<file path="src/rtl/uart_pkg.sv">
// Shared UART definitions: oversample ratio, data width and the receiver FSM state encoding.
// Used by uart_rx and uart_baud_tick, and intended for reuse by the matching transmitter.
package uart_pkg;

  localparam int OVERSAMPLE = 16;
  localparam int DATA_BITS  = 8;

  typedef logic [2:0] state_t;

  localparam state_t S_IDLE      = 3'd0;
  localparam state_t S_START     = 3'd1;
  localparam state_t S_DATA      = 3'd2;
  localparam state_t S_PARITY    = 3'd3;
  localparam state_t S_STOP      = 3'd4;
  localparam state_t S_WAIT_IDLE = 3'd5;

  // Even parity bit for a data byte: XOR of all data bits.
  function automatic logic even_parity(input logic [DATA_BITS-1:0] d);
    return ^d;
  endfunction

endpackage

</file>
<file path="src/rtl/uart_baud_tick.sv">
// Free-running 16x oversample tick: one-cycle pulse every CLK_FREQ/(BAUD*16) clocks.
// Shared between the UART receiver and transmitter.
module uart_baud_tick
  import uart_pkg::*;
#(
  parameter int CLK_FREQ = 100_000_000,
  parameter int BAUD     = 9600
) (
  input  logic clk,
  input  logic reset,
  output logic o_tick
);

  localparam int DIV_RAW = CLK_FREQ / (BAUD * OVERSAMPLE);
  // A divisor below 1 degenerates to a tick on every clock.
  localparam int DIV     = (DIV_RAW < 1) ? 1 : DIV_RAW;
  localparam int CW      = (DIV > 1) ? $clog2(DIV) : 1;
  localparam logic [CW-1:0] DIV_M1 = CW'(DIV - 1);

  logic [CW-1:0] cnt_q;
  logic [CW-1:0] cnt_d;

  assign o_tick = (cnt_q == DIV_M1);
  assign cnt_d  = o_tick ? '0 : cnt_q + 1'b1;

  always_ff @(posedge clk or posedge reset) begin
    if (reset) cnt_q <= '0;
    else       cnt_q <= cnt_d;
  end

endmodule

</file>
<file path="src/rtl/uart_rx.sv">
// 16x-oversampling UART receiver, 8N1 by default; define UART_RX_PARITY_EN for 8E1 frames
// with an even-parity check. dbg_state_o exposes the FSM state.
module uart_rx
  import uart_pkg::*;
#(
  parameter int CLK_FREQ = 100_000_000,
  parameter int BAUD     = 9600
) (
  input  logic       clk,
  input  logic       reset,
  input  logic       i_rxd,
  output logic [7:0] rx_data,
  output logic       rx_done,
  output logic       frame_err,
  output logic       rx_busy,
  output state_t     dbg_state_o
);

  localparam logic [3:0] TICK_HALF = 4'(OVERSAMPLE / 2 - 1);
  localparam logic [3:0] TICK_LAST = 4'(OVERSAMPLE - 1);
  localparam logic [2:0] BIT_LAST  = 3'(DATA_BITS - 1);

  logic                 tick;
  logic [1:0]           sync_q;
  logic                 rxd_s;
  state_t               state_q, state_d;
  logic [3:0]           tick_cnt_q, tick_cnt_d;
  logic [2:0]           bit_cnt_q, bit_cnt_d;
  logic [DATA_BITS-1:0] shift_q, shift_d;
  logic [DATA_BITS-1:0] rx_data_q, rx_data_d;
  logic                 rx_done_q, rx_done_d;
  logic                 frame_err_q, frame_err_d;
`ifdef UART_RX_PARITY_EN
  logic                 par_err_q, par_err_d;
`endif

  uart_baud_tick #(
    .CLK_FREQ (CLK_FREQ),
    .BAUD     (BAUD)
  ) u_tick (
    .clk    (clk),
    .reset  (reset),
    .o_tick (tick)
  );

  assign rxd_s       = sync_q[1];
  assign rx_data     = rx_data_q;
  assign rx_done     = rx_done_q;
  assign frame_err   = frame_err_q;
  assign rx_busy     = (state_q != S_IDLE);
  assign dbg_state_o = state_q;

  always_comb begin
    state_d     = state_q;
    tick_cnt_d  = tick_cnt_q;
    bit_cnt_d   = bit_cnt_q;
    shift_d     = shift_q;
    rx_data_d   = rx_data_q;
    rx_done_d   = 1'b0;
    frame_err_d = 1'b0;
`ifdef UART_RX_PARITY_EN
    par_err_d   = par_err_q;
`endif
    case (state_q)
      S_IDLE: begin
        if (!rxd_s) begin
          state_d    = S_START;
          tick_cnt_d = '0;
        end
      end
      S_START: begin
        // Re-check the line at mid start bit; a high level means it was a glitch.
        if (tick) begin
          if (tick_cnt_q == TICK_HALF) begin
            tick_cnt_d = '0;
            bit_cnt_d  = '0;
            state_d    = rxd_s ? S_IDLE : S_DATA;
          end else begin
            tick_cnt_d = tick_cnt_q + 4'd1;
          end
        end
      end
      S_DATA: begin
        if (tick) begin
          if (tick_cnt_q == TICK_LAST) begin
            tick_cnt_d = '0;
            shift_d    = {rxd_s, shift_q[DATA_BITS-1:1]};
            if (bit_cnt_q == BIT_LAST) begin
`ifdef UART_RX_PARITY_EN
              state_d = S_PARITY;
`else
              state_d = S_STOP;
`endif
            end else begin
              bit_cnt_d = bit_cnt_q + 3'd1;
            end
          end else begin
            tick_cnt_d = tick_cnt_q + 4'd1;
          end
        end
      end
`ifdef UART_RX_PARITY_EN
      S_PARITY: begin
        if (tick) begin
          if (tick_cnt_q == TICK_LAST) begin
            tick_cnt_d = '0;
            par_err_d  = rxd_s ^ even_parity(shift_q);
            state_d    = S_STOP;
          end else begin
            tick_cnt_d = tick_cnt_q + 4'd1;
          end
        end
      end
`endif
      S_STOP: begin
        if (tick) begin
          if (tick_cnt_q == TICK_LAST) begin
            tick_cnt_d = '0;
`ifdef UART_RX_PARITY_EN
            if (rxd_s && !par_err_q) begin
`else
            if (rxd_s) begin
`endif
              rx_data_d = shift_q;
              rx_done_d = 1'b1;
              state_d   = S_IDLE;
            end else begin
              frame_err_d = 1'b1;
              state_d     = S_WAIT_IDLE;
            end
          end else begin
            tick_cnt_d = tick_cnt_q + 4'd1;
          end
        end
      end
      S_WAIT_IDLE: begin
        // Hold off through a break until the line returns to idle.
        if (rxd_s) state_d = S_IDLE;
      end
      default: state_d = S_IDLE;
    endcase
  end

  always_ff @(posedge clk or posedge reset) begin
    if (reset) begin
      sync_q      <= 2'b11;
      state_q     <= S_IDLE;
      tick_cnt_q  <= '0;
      bit_cnt_q   <= '0;
      shift_q     <= '0;
      rx_data_q   <= '0;
      rx_done_q   <= 1'b0;
      frame_err_q <= 1'b0;
`ifdef UART_RX_PARITY_EN
      par_err_q   <= 1'b0;
`endif
    end else begin
      sync_q      <= {sync_q[0], i_rxd};
      state_q     <= state_d;
      tick_cnt_q  <= tick_cnt_d;
      bit_cnt_q   <= bit_cnt_d;
      shift_q     <= shift_d;
      rx_data_q   <= rx_data_d;
      rx_done_q   <= rx_done_d;
      frame_err_q <= frame_err_d;
`ifdef UART_RX_PARITY_EN
      par_err_q   <= par_err_d;
`endif
    end
  end

endmodule
</file>
<file path="config.mk">
export PLATFORM = sky130hd
export DESIGN_NAME = uart_rx
export DESIGN_NICKNAME = d
export VERILOG_FILES = /design/src/rtl/uart_pkg.sv /design/src/rtl/uart_baud_tick.sv /design/src/rtl/uart_rx.sv
export SDC_FILE = /design/constraint.sdc
export NUM_CORES = 1
export LEC_CHECK = 0
export CORE_MARGIN = 1.5
export CORE_UTILIZATION = 35
export CTS_CLUSTER_SIZE = 30
export DETAILED_ROUTE_END_ITERATION = 10
export GPL_TIMING_DRIVEN = 0
export PLACE_DENSITY = 0.63
export SYNTH_ARGS = -nofsm -noshare
export SYNTH_HDL_FRONTEND = slang
export SYNTH_SLANG_ARGS = --single-unit
</file>
<file path="constraint.sdc">
create_clock -name clk -period 6.19 [get_ports clk]
set_clock_uncertainty 0.2 [all_clocks]
set_input_delay 1.5475 -clock clk [delete_from_list [all_inputs] [get_ports clk]]
set_output_delay 1.5475 -clock clk [all_outputs]
set_load 0.05 [all_outputs]
</file>
==> impl_metrics.yaml <==
sta:
  fin_crit_ns: 3.79
  fin_crit_sh_pct: 61.3
  fin_ws_ns: 2.40
  fin_setup_tns_ns: 0
  slew_viol_final: 0
  hold_ws_ns: 0.159
  tightest_slew_ns: 0.820
  fmax_mhz: 264
  rsz0062_at_grt: "false"
  max_slew_margin_pct: 45.3
  hold_viol_final: 0
  setup_viol: 0
worst_setup_path:
  crit_start: "dbg_state_o[1]"
  cp_num_buf_inv: 2
  timing.rr.start: "u_tick.cnt_q[8]"
  timing.rr.end: "dbg_state_o[2]"
  crit_slowest_cell: "clkdlybuf4s50_1"
  worstRegToRegCells: 6
  critPathLaunchType: "register"
  cp_max_fo: 10
  crit_chain: "clkbuf_1 > or3_1 > clkdlybuf4s50_1"
  arrival_ns: 2.05
  cp.required_ns: 4.44
  cp_top_family: "buffers and inverters"
  end_kind: "output pin"
  path_class: "register to output pin"
  cpPeakStageDelay_ns: 0.72
  regToRegSetupSlack_ns: 3.77
finish:
  layout-drive-gt1-share_pct: 18.9
  antenna_cells: 0
  syn2layout_area_growth_pct: 19.7
  layout.cells.non_filler: 260
  fin_nets: 197
floorplanning:
  io_pins: 17
  row_count: 26
  core-area_mm2: 0.00514
  die_h_um: 76.2
  die_x_um: 76.2
  floorplan.initialDensity_pct: 36.5
  die_area_mm2: 0.00580
clock_network:
  cts-htree-levels: 2
  path_clk_slew_ns: 0.08
  cts_sinks: 40
  cts_root_buf: "clkbuf_8"
  clk_latency_ns: 0.29
  ctsResizeCount: 0
  ctsHoldBuffers: 0
  cts_tree: "yes"
  cts_setup_buffers: 0
  cts_inserted_buffers: 5
  cts_buffer_depth: 2
synth:
  synth.most_common_cell: "dfrtp_1"
  synth_edf_count: 0
  ys_ff_latch: 40
  synthDistinctLibCells: 37
  synth_fp_nets: 174
  yosysSeqAreaShare_pct: 53.5
  synth_top_area_cell: "dfrtp_1"
  async_reset_ff_share_pct: 100
  synthFlopType: "dfrtp_1"
  syn_area_mm2: 0.00187
  synthTopCellsByCount: "38 x dfrtp_1, 18 x nand2_1, 17 x mux2_2"
  yosys_warnings: 0
  synth_top_area_share_pct: 50.7
  ys_top_cells_by_area: "dfrtp_1 51%, mux2_2 10%, nand2_1 3.6%"
  synth_cells: 166
  avgSynthCellArea_um2: 11.3
route:
  ant_nets: 0
  firstDrtPassIters: 4
  drtIter0Drc: 79
  drcViolationCount: 0
  wl_um: 3200
  wire_per_inst_um: 12.3
  vias: 1274
  via_per_inst: 4.90
placement:
  dp_cells: 252
  globalplace.congestion: 0.820
  place.detailed.hpwl_um: 2210
  dp_slack_ns: 2.72
  io_buffers: 16
power_and_ir_drop:
  powerDensity_mw_per_mm2: 220
  finalPower_uw: 493
  ir_worst_vdd_v: 0.000134
  cellLeakagePower_uw: 0.00107
global_route:
  grt_max_degree: 41
  grt_pass1_wl_um: 5710
  gr-total-overflow: 0
  grt_pass1_vias: 1235
  antenna_found_initial: 0
  track_usage_pct: 12.2
status:
  status: "complete, no violations"
worst_hold_path:
  min_from: "sync_q[0]"
  min-delay-path-class: "register to register"
  min_to: "sync_q[1]"
  hold_depth: 0
flow_run:
  cap_violations: 0
## routing by layer
layer	global-route usage (%)	vias to the layer above	part of all wire (%)
met5	0	-	0
met4	5.19	0	1.4
met3	2.87	5	3.6
met2	17.4	25	42
met1	17.5	625	53
li1	-	619	-
## through the flow
| step | cell area, µm² | util, % |
|---|---|---|
| 6_report | 2240 | 43.6 |
| 5_1_grt | 2240 | 43.6 |
| 4_1_cts | 2240 | 43.6 |
| 3_5_place_dp | 2120 | 41.3 |
| 3_3_place_gp | 2120 | 41.3 |
| 2_1_floorplan | 1870 | - |
## cell families (layout without fill, tap and decap cells)
family                     after synthesis  in the layout  share of synthesized area, %
adders and majority gates                5              5                          3.34
buffers and inverters                   11             35                          2.27
muxes                                   19             19                          11.3
and+or+nand+nor                         62             62                          17.9
xor gates and xnor gates                10             10                          4.67
AOI/OAI and AO/OA                       19             19                          7.01
DFF                                     40             40                          53.5
## state kept, by name (all words and copies together) (netlist names), 2 cells and up
signal and flops:
shift_q 8, sync_q 2, dbg_state_o 3, u_tick.cnt_q 10, bit_cnt_q 3, tick_cnt_q 4
rx_data 8
## cells in the final DEF (no fill, tap or decap), types with 4 or more instances in the layout
cell             instances
clkbuf_1                 5
o21ai_0                  5
xnor2_1                  6
xor2_1                   4
a21oi_1                  4
inv_1                    4
ha_1                     5
nand2_1                 18
dfrtp_1                 38
clkbuf_8                 6
nand3_1                  9
mux2_2                  17
clkdlybuf4s50_1         16
nor2_1                  14
## worst max-delay path by stage
stage / slack (ns) / depth (start not counted) / endpoint
2_1_floorplan: 3.05 / 2 / rx_busy
3_3_place_gp: 2.64 / 2 / tick_cnt_q[2]
3_5_place_dp: 2.72 / 3 / rx_busy
4_1_cts: 2.39 / 3 / rx_busy
5_1_grt: 2.32 / 3 / rx_busy
6_report: 2.40 / 3 / rx_busy
## worst reg2reg max path, cell delays in order (launching register included)
cell and delay, ns:
dfrtp_1 0.41, or4_4 0.56, nor4_4 0.37, buf_2 0.30, nand3_1 0.13, a22oi_1 0.22, o31ai_1 0.10
## layout make-up
| class | instances | area (µm²) |
|---|---|---|
| buffer | 6 | 23.8 |
| clock buffer | 6 | 82.6 |
| clock inverter | 2 | 38.8 |
| fill | 514 | 2900 |
| inverter | 5 | 18.8 |
| multi-input combinational | 115 | 828 |
| sequential | 40 | 1000 |
| tap | 70 | 87.6 |
| timing repair buffer | 16 | 160 |
## report_power, final
part           switching (µW)  leakage, µW  total, µW  internal (µW)
Combinational            6.09     0.000471       7.50           1.41
Clock                    91.4    0.0000614        223            132
Sequential              0.169     0.000532        262            262
No activity file was read; power rests on OpenSTA's default activity.
